File: config.mk
export PLATFORM = sky130hd
export DESIGN_NAME = instr_fetch_unit
export DESIGN_NICKNAME = d
export VERILOG_FILES = /design/src/rtl/instr_fetch_unit.sv
export SDC_FILE = /design/constraint.sdc
export NUM_CORES = 1
export LEC_CHECK = 0
export BUFFER_PORTS_ARGS = -buffer_cell sky130_fd_sc_hd__buf_2
export CAP_MARGIN = 30
export CORE_MARGIN = 2
export CORE_UTILIZATION = 30
export DETAILED_ROUTE_END_ITERATION = 6
export PLACE_DENSITY = 0.55
export SYNTH_ARGS = -nofsm -noshare
export SYNTH_HDL_FRONTEND = slang
export SYNTH_SLANG_ARGS = --single-unit
File: constraint.sdc
create_clock -name clk -period 3.05 [get_ports clk]
set_input_delay 0.61 -clock clk [delete_from_list [all_inputs] [get_ports clk]]
set_output_delay 0.61 -clock clk [all_outputs]
set_load 0.01 [all_outputs]
File: src/rtl/instr_fetch_unit.sv
// Instruction fetch responder: one req/ack memory read per fetch window,
// delivered as a single-cycle W_IR_valid pulse with error/timeout/flush handling.
module instr_fetch_unit #(
  parameter int ADDR_W  = 32,
  parameter int DATA_W  = 32,
  parameter int TIMEOUT = 15,
  parameter logic [DATA_W-1:0] NOP_INSTR = DATA_W'(32'hE1A00000)
) (
  input  logic              clk,
  input  logic              rst_n,
  input  logic              fetch_en,
  input  logic [ADDR_W-1:0] pc,
  input  logic              flush,
  output logic              mem_req,
  output logic [ADDR_W-1:0] mem_addr,
  input  logic              mem_ack,
  input  logic [DATA_W-1:0] mem_rdata,
  input  logic              mem_err,
  output logic [DATA_W-1:0] ir_data,
  output logic              W_IR_valid,
  output logic              fetch_err,
  output logic [15:0]       fetch_cnt
);

  typedef enum logic [1:0] {
    IDLE,
    REQ,
    DRAIN,
    DONE
  } state_t;

  state_t            state_q;
  logic              req_q;
  logic [ADDR_W-1:0] addr_q;
  logic [DATA_W-1:0] ir_q;
  logic              valid_q;
  logic              err_q;
  logic [15:0]       fetch_cnt_q;
  logic [15:0]       fetch_cnt_d;
  logic [7:0]        tmo_q;
  logic [7:0]        tmo_d;
  logic              flushed_q;
  logic              tmo_hit;

  assign fetch_cnt_d = fetch_cnt_q + 16'd1;
  assign tmo_d       = tmo_q + 8'd1;
  assign tmo_hit     = (tmo_q == 8'(TIMEOUT - 1));

  always_ff @(posedge clk or negedge rst_n) begin
    if (!rst_n) begin
      state_q     <= IDLE;
      req_q       <= 1'b0;
      addr_q      <= '0;
      ir_q        <= '0;
      valid_q     <= 1'b0;
      err_q       <= 1'b0;
      fetch_cnt_q <= '0;
      tmo_q       <= '0;
      flushed_q   <= 1'b0;
    end else begin
      valid_q <= 1'b0;
      err_q   <= 1'b0;
      unique case (state_q)
        IDLE: begin
          if (fetch_en && !flush) begin
            state_q <= REQ;
            addr_q  <= pc;
            req_q   <= 1'b1;
            tmo_q   <= '0;
          end
        end
        REQ: begin
          if (flush) begin
            flushed_q <= 1'b1;
            if (mem_ack) begin
              req_q   <= 1'b0;
              state_q <= IDLE;
            end else begin
              state_q <= DRAIN;
            end
          end else if (mem_ack) begin
            req_q   <= 1'b0;
            valid_q <= 1'b1;
            state_q <= DONE;
            if (mem_err) begin
              ir_q  <= NOP_INSTR;
              err_q <= 1'b1;
            end else begin
              ir_q        <= mem_rdata;
              fetch_cnt_q <= fetch_cnt_d;
            end
          end else if (tmo_hit) begin
            // keep the request up so the slave still completes it
            flushed_q <= 1'b0;
            ir_q      <= NOP_INSTR;
            valid_q   <= 1'b1;
            err_q     <= 1'b1;
            state_q   <= DRAIN;
          end else begin
            tmo_q <= tmo_d;
          end
        end
        DRAIN: begin
          if (mem_ack) begin
            req_q   <= 1'b0;
            state_q <= flushed_q ? IDLE : DONE;
          end
        end
        DONE: begin
          if (!fetch_en) state_q <= IDLE;
        end
        default: state_q <= IDLE;
      endcase
    end
  end

  assign mem_req    = req_q;
  assign mem_addr   = addr_q;
  assign ir_data    = ir_q;
  assign W_IR_valid = valid_q;
  assign fetch_err  = err_q;
  assign fetch_cnt  = fetch_cnt_q;

endmodule

==> results of run 1 <==
-- per-stage QoR --
stage                     cell area (um2)  setup slack [ns]
after floorplan                      3948             1.133
after global placement               4898            0.3443
after detailed placement             4913            0.4545
after CTS                            5249            0.4782
after global routing                 5249            0.3146
final                                5249            0.4970
-- area by class of cell --
| cell class | instances | area, um2 |
|---|---|---|
| clock buffer | 10 | 229.0 |
| tap | 172 | 215.2 |
| fill | 1265 | 7473 |
| multi-input combinational | 182 | 1511 |
| sequential | 94 | 2352 |
| inverter | 5 | 18.77 |
| clock inverter | 5 | 106.4 |
| timing repair buffer | 158 | 815.8 |
-- routing by layer --
layer  track usage, %  wire [um]  vias up
li1                 -          -     1389
met1            16.28       4056     1447
met2            20.69       4358       77
met3            4.054        504       12
met4            5.060        146        0
met5                0          0        -
-- registers in the layout (all words and copies together) (netlist names) --
name	cells
W_IR_valid	1
state_q	2
fetch_err	1
flushed_q	1
tmo_q	8
mem_req	1
ir_data	32
fetch_cnt	16
mem_addr	32
-- worst max-delay path: stages (launching register included) --
cell and delay (ns):
dfrtp_1 0.41, inv_1 0.11, ha_1 0.60, and4bb_2 0.63, nand4_1 0.21, nor4_1 0.35
xor2_1 0.17
-- power by group through the flow --
stage	registers [mW]	logic, mW	clock network (mW)
final	1.99	1.54	1.26
after global routing	2.05	1.69	1.36
after detailed placement	2.01	1.57	0
after CTS	2.00	1.57	1.31
after global placement	2.00	1.55	0
after floorplan	2.17	0.744	0
-- logic make-up (layout without fill, tap and decap cells) --
kind of cell | count (synthesis) | after routing | share of synthesized area (%)
AOI/OAI and AO/OA | 54 | 54 | 11.38
xor gates and xnor gates | 18 | 18 | 3.994
adders and majority gates | 8 | 8 | 2.536
buffers and inverters | 18 | 178 | 2.123
DFF | 94 | 94 | 59.59
muxes | 35 | 35 | 9.921
and+or+nand+nor | 67 | 67 | 10.46
-- worst paths after layout --
| path | start | end | cells past startpoint |
|---|---|---|---|
| min in group clk | fetch_cnt[15] | fetch_cnt[15] | 1 |
| worst max register to register | state_q[1] | fetch_cnt[9] | 6 |
| worst min register to register | fetch_cnt[15] | fetch_cnt[15] | 1 |
| max in group asynchronous | rst_n | ir_data[23] | 2 |
| worst max-delay path | state_q[1] | fetch_cnt[9] | 6 |
| worst min-delay path | rst_n | ir_data[20] | 1 |
-- layout by cell type (no fill, tap or decap), types with 2 or more instances in the layout --
master / count
inv_1: 4
o22a_1: 6
buf_2: 151
nand2b_1: 2
xor2_1: 9
buf_4: 6
ha_1: 8
nor2_1: 4
nand3_1: 5
a211o_1: 2
mux2i_1: 2
nand2_1: 20
clkbuf_16: 9
bufinv_16: 3
or3_1: 2
nand3b_1: 2
nor2b_1: 3
o21ai_0: 3
nand4_1: 6
nor4_1: 6
nor3_1: 4
xnor2_1: 9
and3_1: 2
mux2_2: 33
a21oi_1: 3
dfrtp_1: 94
a22o_1: 31
nand4b_1: 2
==> reports/qor_table.md, run 1 <==
| Metric | Value |
|:---|:---|
| Outcome | finished clean |
| Detailed Route Iter0 Violations | 118 |
| Leakage power | 2.623 nW |
| Clock H-tree levels | 3 |
| Total global routing overflow | 0 |
| Source-to-sink clock delay at the later pin of the worst-skew pair | 0.34 ns |
| Switching part of the total | 31.73% |
| Height of the die | 118.7 um |
| Vias per Instance | 4.673 |
| Maximum number of pins on one net before global-route repair | 43 |
| Register-to-register path setup slack | 0.50 ns |
| Primary FF master, synth | dfrtp_1 |
| Nets in the synthesized netlist | 372 |
| Number of I/O pins | 153 |
| Maximum clock skew at final layout | 0.01300 ns |
| Clock buffers created by TritonCTS | 9 |
| Count of antenna-violating nets left after detailed routing | 0 |
| Initial cell density of the core | 31.03% |
| Final setup viols | 0 |
| Count of instances resized after the clock tree is built | 0 |
| Final estimated routing congestion in global placement | 0.8147 |
| Global-route usage over all layers | 12.93% |
| Diode insertion count for antenna repair | 0 |
| Library cell with the highest instance count after synthesis | dfrtp_1 |
| Startpoint kind of the worst setup timing path | register |
| Vias in the first global route | 2927 |
| Clock tree from TritonCTS | yes |
| Final nets | 528 |
| Count of synthesis-stage warnings from yosys | 0 |
| Antenna violations before repair | 0 |
| Final period util | 83.71% |
| Kind of end point of the critical path | register |
| Detailed-route via count | 2925 |
| Highest fanout seen on the critical path | 18 |
| Synthesized area per cell | 13.43 um2 |
| Max Cap Viol | 0 |
| Clock network power share | 26.4% |
| Final Critical Period | 2.553 ns |
| Internal power | 3.277 mW |
| Worst hold-check path type | input pin to async pin |
| Worst path required time | 3.32 ns |
| Worst Hold Margin | 0.2392 ns |
| Count of port buffers added during placement | 152 |
| Count of standard-cell rows | 41 |
| Power share of the sequential group | 41.5% |
| Synth cell count leaders | dfrtp_1, mux2_2, a22o_1, nand2_1 |
| Post-route DRC violation count | 0 |
| First-pass GRT wire length | 14700 um |
| Cell taking the most area after synthesis | dfrtp_1 |
| Synth top area share | 59.59% |
| Setup TNS | 0 ns |
| Cells taking the most area after synthesis | dfrtp_1, mux2_2, a22o_1 |
| Post-CTS Setup Bufs | 0 |
| Flops & latches, synth | 94 |
| Clock sink total | 94 |
| Pins Over Slew Limit | 0 |
| RSZ-0062 raised after global routing | false |
| Clock-pin transition on the worst setup and hold timing paths | 0.07 ns |
| Final standard cell utilization of the core | 41.26% |
| Share of synthesized registers carrying an async set or reset | 100.0% |
| Arrival time at the worst endpoint | 2.82 ns |
| Type of the setup path with the least slack | register to register |
| Die outline area | 0.01409 mm2 |
| Share of the yosys chip area belonging to registers | 59.59% |
| Master cell of the clock root buffer | clkbuf_16 |
| Layout cell share with drive strength beyond 1 | 46.70% |
| Final Total Pwr | 4.800 mW |
| Relative contribution of combinational cells to total power | 32.1% |
| Peak Freq | 0.3917 GHz |
| Maximum buffer depth of the clock tree | 2 |
| Power density of the placed cells | 914.4 mW/mm2 |
| Total core area | 0.01272 mm2 |
| Synthesized instance count | 294 |
| Cell variety after synth | 46 |
| Wire length reported by the detailed router | 9066 um |
| Peak VDD IR | 0.4767 mV |
| Headroom to the max-slew limit | 54.59% |
| Transition time at the pin with the least slew margin | 0.6812 ns |
| Routed wire length per instance | 14.48 um |
| Detailed-router iteration count before antenna repair | 5 |
| Placed cells | 611 |
| Hold-fix buffers, CTS | 0 |
| Area Growth Syn to Fin | 32.96% |
| Non-filler instance count after layout | 626 |
| Detailed Place HPWL | 6523 um |
| Die X-Extent | 118.7 um |
| Post-synth design cell area | 0.003948 mm2 |
| Switching power | 1.523 mW |
| Number of synthesized flops with an enable pin | 0 |
| Count of endpoints failing hold in the final timing report | 0 |
No activity file was read; power rests on OpenSTA's default activity.
==> run 2, diff against run 1 <==
Clock period 3.05 ns to 2.7 ns, I/O delays scaled along.
==> run 2 against run 1 <==
Against the previous run:
- sequential power increased by 13%
- clock skew fell by 0.0040 ns
- worst hold slack lost 0.11 ns
- count of clock-buffer cells in the layout rose by 3
- critical path type unchanged
- largest cell class unchanged
- largest power group unchanged
==> reports/qor_table.md, run 2 (same netlist as run 1, synthesis figures left out) <==
| Metric | Value |
|:---|:---|
| Outcome | finished clean |
| Wire length reported by the detailed router | 9097 um |
| Die X-Extent | 118.7 um |
| Total global routing overflow | 0 |
| Post-route DRC violation count | 0 |
| Power density of the placed cells | 997.6 mW/mm2 |
| Hold-fix buffers, CTS | 0 |
| Master cell of the clock root buffer | clkbuf_16 |
| Maximum number of pins on one net before global-route repair | 41 |
| Maximum buffer depth of the clock tree | 2 |
| Pins Over Slew Limit | 0 |
| Detailed-router iteration count before antenna repair | 4 |
| Post-CTS Setup Bufs | 0 |
| Source-to-sink clock delay at the later pin of the worst-skew pair | 0.34 ns |
| Vias per Instance | 4.772 |
| Layout cell share with drive strength beyond 1 | 46.71% |
| Worst reg-to-reg path cell count | 7 |
| Worst path required time | 2.93 ns |
| Diode insertion count for antenna repair | 0 |
| Final nets | 529 |
| Clock-pin transition on the worst setup and hold timing paths | 0.07 ns |
| Highest fanout seen on the critical path | 10 |
| Clock buffers created by TritonCTS | 9 |
| Peak Freq | 0.4676 GHz |
| Commonest non-fill, non-tap cells in the layout | buf_2, dfrtp_1, mux2_2 |
| Detailed Place HPWL | 6683 um |
| Global-route usage over all layers | 13.27% |
| Count of endpoints failing hold in the final timing report | 0 |
| Clock tree from TritonCTS | yes |
| Detailed Route Iter0 Violations | 118 |
| Area Growth Syn to Fin | 32.55% |
| Final estimated routing congestion in global placement | 0.8021 |
| Clock H-tree levels | 3 |
| Final period util | 79.20% |
| Startpoint kind of the worst setup timing path | register |
| Leakage power | 2.620 nW |
| Transition time at the pin with the least slew margin | 0.5496 ns |
| Max Cap Viol | 0 |
| Final setup viols | 0 |
| Vias in the first global route | 3001 |
| Maximum clock skew at final layout | 0.008988 ns |
| Peak VDD IR | 0.4020 mV |
| Arrival time at the worst endpoint | 2.36 ns |
| Count of port buffers added during placement | 152 |
| Height of the die | 118.7 um |
| Total core area | 0.01272 mm2 |
| Final Critical Period | 2.138 ns |
| Number of I/O pins | 153 |
| Critical register-to-register path endpoint | fetch_cnt[15] |
| Leading cell type in the layout, fill and taps excluded | buf_2 |
| Count of instances resized after the clock tree is built | 0 |
| Count of antenna-violating nets left after detailed routing | 0 |
| Type of the setup path with the least slack | register to register |
| First-pass GRT wire length | 15000 um |
| Count of standard-cell rows | 41 |
| Register-to-register path setup slack | 0.56 ns |
| Headroom to the max-slew limit | 63.25% |
| Clock sink total | 94 |
| Setup ws final | 0.5616 ns |
| Initial cell density of the core | 31.03% |
| Kind of end point of the critical path | register |
| Final standard cell utilization of the core | 41.13% |
| Critical register-to-register path startpoint | state_q[1] |
| RSZ-0062 raised after global routing | false |
| Setup TNS | 0 ns |
| Detailed-route via count | 2997 |
| Antenna violations before repair | 0 |
| Worst slack after detailed placement | 0.5563 ns |
| Worst hold-check path type | input pin to async pin |
| Die outline area | 0.01409 mm2 |
| Routed wire length per instance | 14.49 um |
[run 2: cell count changes in the layout (fill, tap and decap cells not counted), sizes merged]
| cell | change |
|---|---|
| bufinv | -3 |
| clkbuf | +3 |
| clkinv | +2 |
| buf | +1 |
| clkinvlp | -1 |
[run 2: layer usage]
| metal | up-vias | routed length, um | global-route usage [%] |
|---|---|---|---|
| met5 | - | 0 | 0 |
| met4 | 0 | 157 | 6.324 |
| met3 | 10 | 513 | 3.475 |
| met2 | 91 | 4380 | 20.98 |
| met1 | 1501 | 4045 | 16.88 |
| li1 | 1395 | - | - |
[run 2: area by class of cell]
type	instances	area, um2
Clock buffer	13	260.3
Sequential cell	94	2352
Multi-Input combinational cell	182	1511
Tap cell	172	215.2
Clock inverter	3	26.28
Inverter	5	18.77
Fill cell	1277	7490
Timing Repair Buffer	159	848.3
[run 2: power breakdown]
part | leakage [nW] | switching (mW) | internal [mW] | total [mW]
Sequential | 1.17 | 0.338 | 1.91 | 2.25
Clock | 0.140 | 0.517 | 0.682 | 1.20
Combinational | 1.31 | 0.867 | 0.902 | 1.77
[run 2: critical path, stage by stage, from the launching register on]
cell       delay [ns]
dfrtp_1          0.41
inv_1            0.11
ha_1             0.34
nand4bb_1        0.13
buf_4            0.19
nor4_1           0.51
nand4_1          0.18
xnor2_1          0.15
[run 2: worst max-delay path by stage]
stage                     from             to  slack, ns  cells past startpoint
floorplan           state_q[1]       tmo_q[3]       0.78                      7
global placement      tmo_q[0]    ir_data[24]      -0.04                      7
detailed placement  state_q[1]  fetch_cnt[15]       0.56                      7
CTS                 state_q[1]  fetch_cnt[15]       0.54                      7
global route        state_q[1]  fetch_cnt[15]       0.42                      7
finish              state_q[1]  fetch_cnt[15]       0.56                      7
[run 2: through the flow]
stage               cell area [um2]  hold WS (ns)  power [mW]  instances
floorplan                      3948        0.2444       3.295        294
global placement               4931        0.4634       4.028        611
detailed placement             4946        0.4657       4.069        612
CTS                            5233        0.1352       5.315        628
global route                   5233        0.1512       5.587        628
finish                         5233        0.1244       5.220        628
==> run 3, diff against run 2 <==
Settings changed: PLACE_DENSITY 0.55 to 0.57.
Clock period 2.7 ns to 1.7 ns, I/O delays scaled along.
==> run 3 against run 2 <==
Against the previous run:
- largest cell class unchanged
- the run now ends with negative setup slack left
- sequential power is 55% higher
- final area up 11%
- critical path type unchanged
- non-clock buffer count increased by 36
- global-route usage grew 0.97 points
- clock power up 83%
- clock skew shrank 0.0026 ns
- routed wire length is 8.9% higher
- via count up 3.5%
- critical endpoint is now tmo_q[4]
==> reports/qor_table.md, run 3 (same netlist as run 1, synthesis figures left out) <==
| Metric | Value |
|:---|:---|
| Outcome | finished, violations left |
| Failing checks | negative setup slack |
| Detailed Place HPWL | 6839 um |
| Peak VDD IR | 0.8754 mV |
| Total core area | 0.01272 mm2 |
| Final period util | 105.4% |
| Layout cell share with drive strength beyond 1 | 55.49% |
| Master cell of the clock root buffer | clkbuf_16 |
| Commonest non-fill, non-tap cells in the layout | buf_2, dfrtp_1, buf_4 |
| Height of the die | 118.7 um |
| Count of port buffers added during placement | 152 |
| Startpoint kind of the worst setup timing path | register |
| Non-filler instance count after layout | 664 |
| Detailed-route via count | 3103 |
| RSZ-0062 raised after global routing | true |
| Sequential cell area | 0.002352 mm2 |
| Multi-input gate area in the final layout | 0.001694 mm2 |
| Total non-filler cell area in the finished layout | 0.005791 mm2 |
| Vias per Instance | 4.673 |
| Final standard cell utilization of the core | 45.52% |
| Headroom to the max-slew limit | 66.38% |
| Register-to-register path setup slack | -0.09 ns |
| Critical register-to-register path endpoint | tmo_q[4] |
| Count of endpoints failing hold in the final timing report | 0 |
| Maximum clock skew at final layout | 0.006431 ns |
| Final Total Pwr | 9.203 mW |
| Count of antenna-violating nets left after detailed routing | 0 |
| Capture point of the critical path | tmo_q[4] |
| Diode insertion count for antenna repair | 0 |
| Critical Path Start | tmo_q[0] |
| Worst reg-to-reg path cell count | 6 |
| Number of I/O pins | 153 |
| First-pass GRT wire length | 15850 um |
| Arrival time at the worst endpoint | 2.02 ns |
| Worst path required time | 1.92 ns |
| Peak Freq | 0.5582 GHz |
| Final nets | 565 |
| Critical register-to-register path startpoint | tmo_q[0] |
| Setup ws final | -0.09148 ns |
| Routed wire length per instance | 14.91 um |
| Global-route usage over all layers | 14.24% |
| Antenna violations before repair | 0 |
| Hold-fix buffers, CTS | 0 |
| Total global routing overflow | 0 |
| Die X-Extent | 118.7 um |
| Vias in the first global route | 3094 |
| Detailed-router iteration count before antenna repair | 4 |
| Kind of end point of the critical path | register |
| Source-to-sink clock delay at the later pin of the worst-skew pair | 0.34 ns |
| Clock sink total | 94 |
| Maximum number of pins on one net before global-route repair | 95 |
| Count of standard-cell rows | 41 |
| Post-route DRC violation count | 0 |
| Highest fanout seen on the critical path | 5 |
| Post-DP Area | 0.005182 mm2 |
| Final setup viols | 36 |
| Initial cell density of the core | 31.03% |
| Maximum buffer depth of the clock tree | 2 |
| Clock tree from TritonCTS | yes |
| Final estimated routing congestion in global placement | 0.7949 |
| Power density of the placed cells | 1589 mW/mm2 |
| Transition time at the pin with the least slew margin | 0.5043 ns |
| Final Critical Period | 1.791 ns |
| Crit-path max cell delay | 0.48 ns |
| Clock buffers created by TritonCTS | 9 |
| Slowest cell on crit path | or4_4 |
| Leakage power | 2.890 nW |
| Max Cap Viol | 0 |
| Placed cells | 635 |
| Filler cell count in the final layout | 1209 |
| Die outline area | 0.01409 mm2 |
| Clock-pin transition on the worst setup and hold timing paths | 0.07 ns |
| CP Cell Sequence | inv_1 > ha_2 > nand4b_4 > or4_4 > and4b_1 > a211o_1 |
| Detailed Route Iter0 Violations | 120 |
| Clock H-tree levels | 3 |
| Type of the setup path with the least slack | register to register |
| Wire length reported by the detailed router | 9903 um |
| Worst hold-check path type | input pin to async pin |
| Pins Over Slew Limit | 0 |
| Setup TNS | -2.175 ns |
| Area Growth Syn to Fin | 46.69% |
| Leading cell type in the layout, fill and taps excluded | buf_2 |
run 3: changes by cell type in the layout (fill, tap and decap cells not counted), sizes merged:
| cell | before | now |
|---|---|---|
| clkinv | 3 | 1 |
| clkinvlp | 0 | 1 |
| buf | 159 | 195 |
| inv | 5 | 6 |
| clkbuf | 13 | 11 |
| bufinv | 0 | 2 |
run 3: critical path: cells and delay by family (launching register included):
kind	cells	cell delay, ns
buffers and inverters	1	0.06
AOI/OAI and AO/OA	1	0.26
and+or+nand+nor	3	0.80
adders and majority gates	1	0.19
DFF	1	0.37
run 3: cell type report:
type                    count  share of cell area [%]
flip-flops and latches     94                   40.62
multi-input cells         182                   29.26
repair buffers            195                   20.35
clock buffers              11                   4.192
well taps                 172                   3.717
clock inverters             5                   1.404
inverters                   5                  0.4538
run 3: through the flow:
| step | hold slack, ns | setup slack, ns |
|---|---|---|
| 2_1_floorplan | 0.04441 | -0.1453 |
| 3_3_place_gp | 0.4338 | -0.1180 |
| 3_5_place_dp | 0.4458 | -0.1254 |
| 4_1_cts | 0.07479 | -0.08978 |
| 5_1_grt | 0.07986 | -0.1591 |
| 6_report | 0.03655 | -0.09148 |
run 3: power by group:
group / switching, mW / internal (mW) / total, mW
registers: 0.449 / 3.04 / 3.49
clock network: 0.858 / 1.33 / 2.19
logic: 1.67 / 1.85 / 3.52
run 3: how the worst min path moves through the flow:
stage,end,from,depth (start not counted)
after global placement,ir_data[18],rst_n,2
after detailed placement,ir_data[10],rst_n,2
after global routing,ir_data[26],rst_n,2
after floorplan,W_IR_valid,rst_n,0
after CTS,ir_data[10],rst_n,2
final,ir_data[10],rst_n,2
run 3: repair_timing:
item                                   CTS  global route
gates resized for setup                 10            24
cloned                                   1             0
pin swaps                                8            13
buffers inserted                         6             6
setup endpoints to repair               79            72
endpoints found under the hold margin    0             0
run 3: per-layer routing:
metal | GRT usage [%] | wire length [um] | share of wire (%)
met1 | 19.18 | 4430 | 45
met2 | 21.30 | 4712 | 48
met3 | 4.392 | 617 | 6.2
met4 | 5.729 | 142 | 1.4
met5 | 0 | 0 | 0
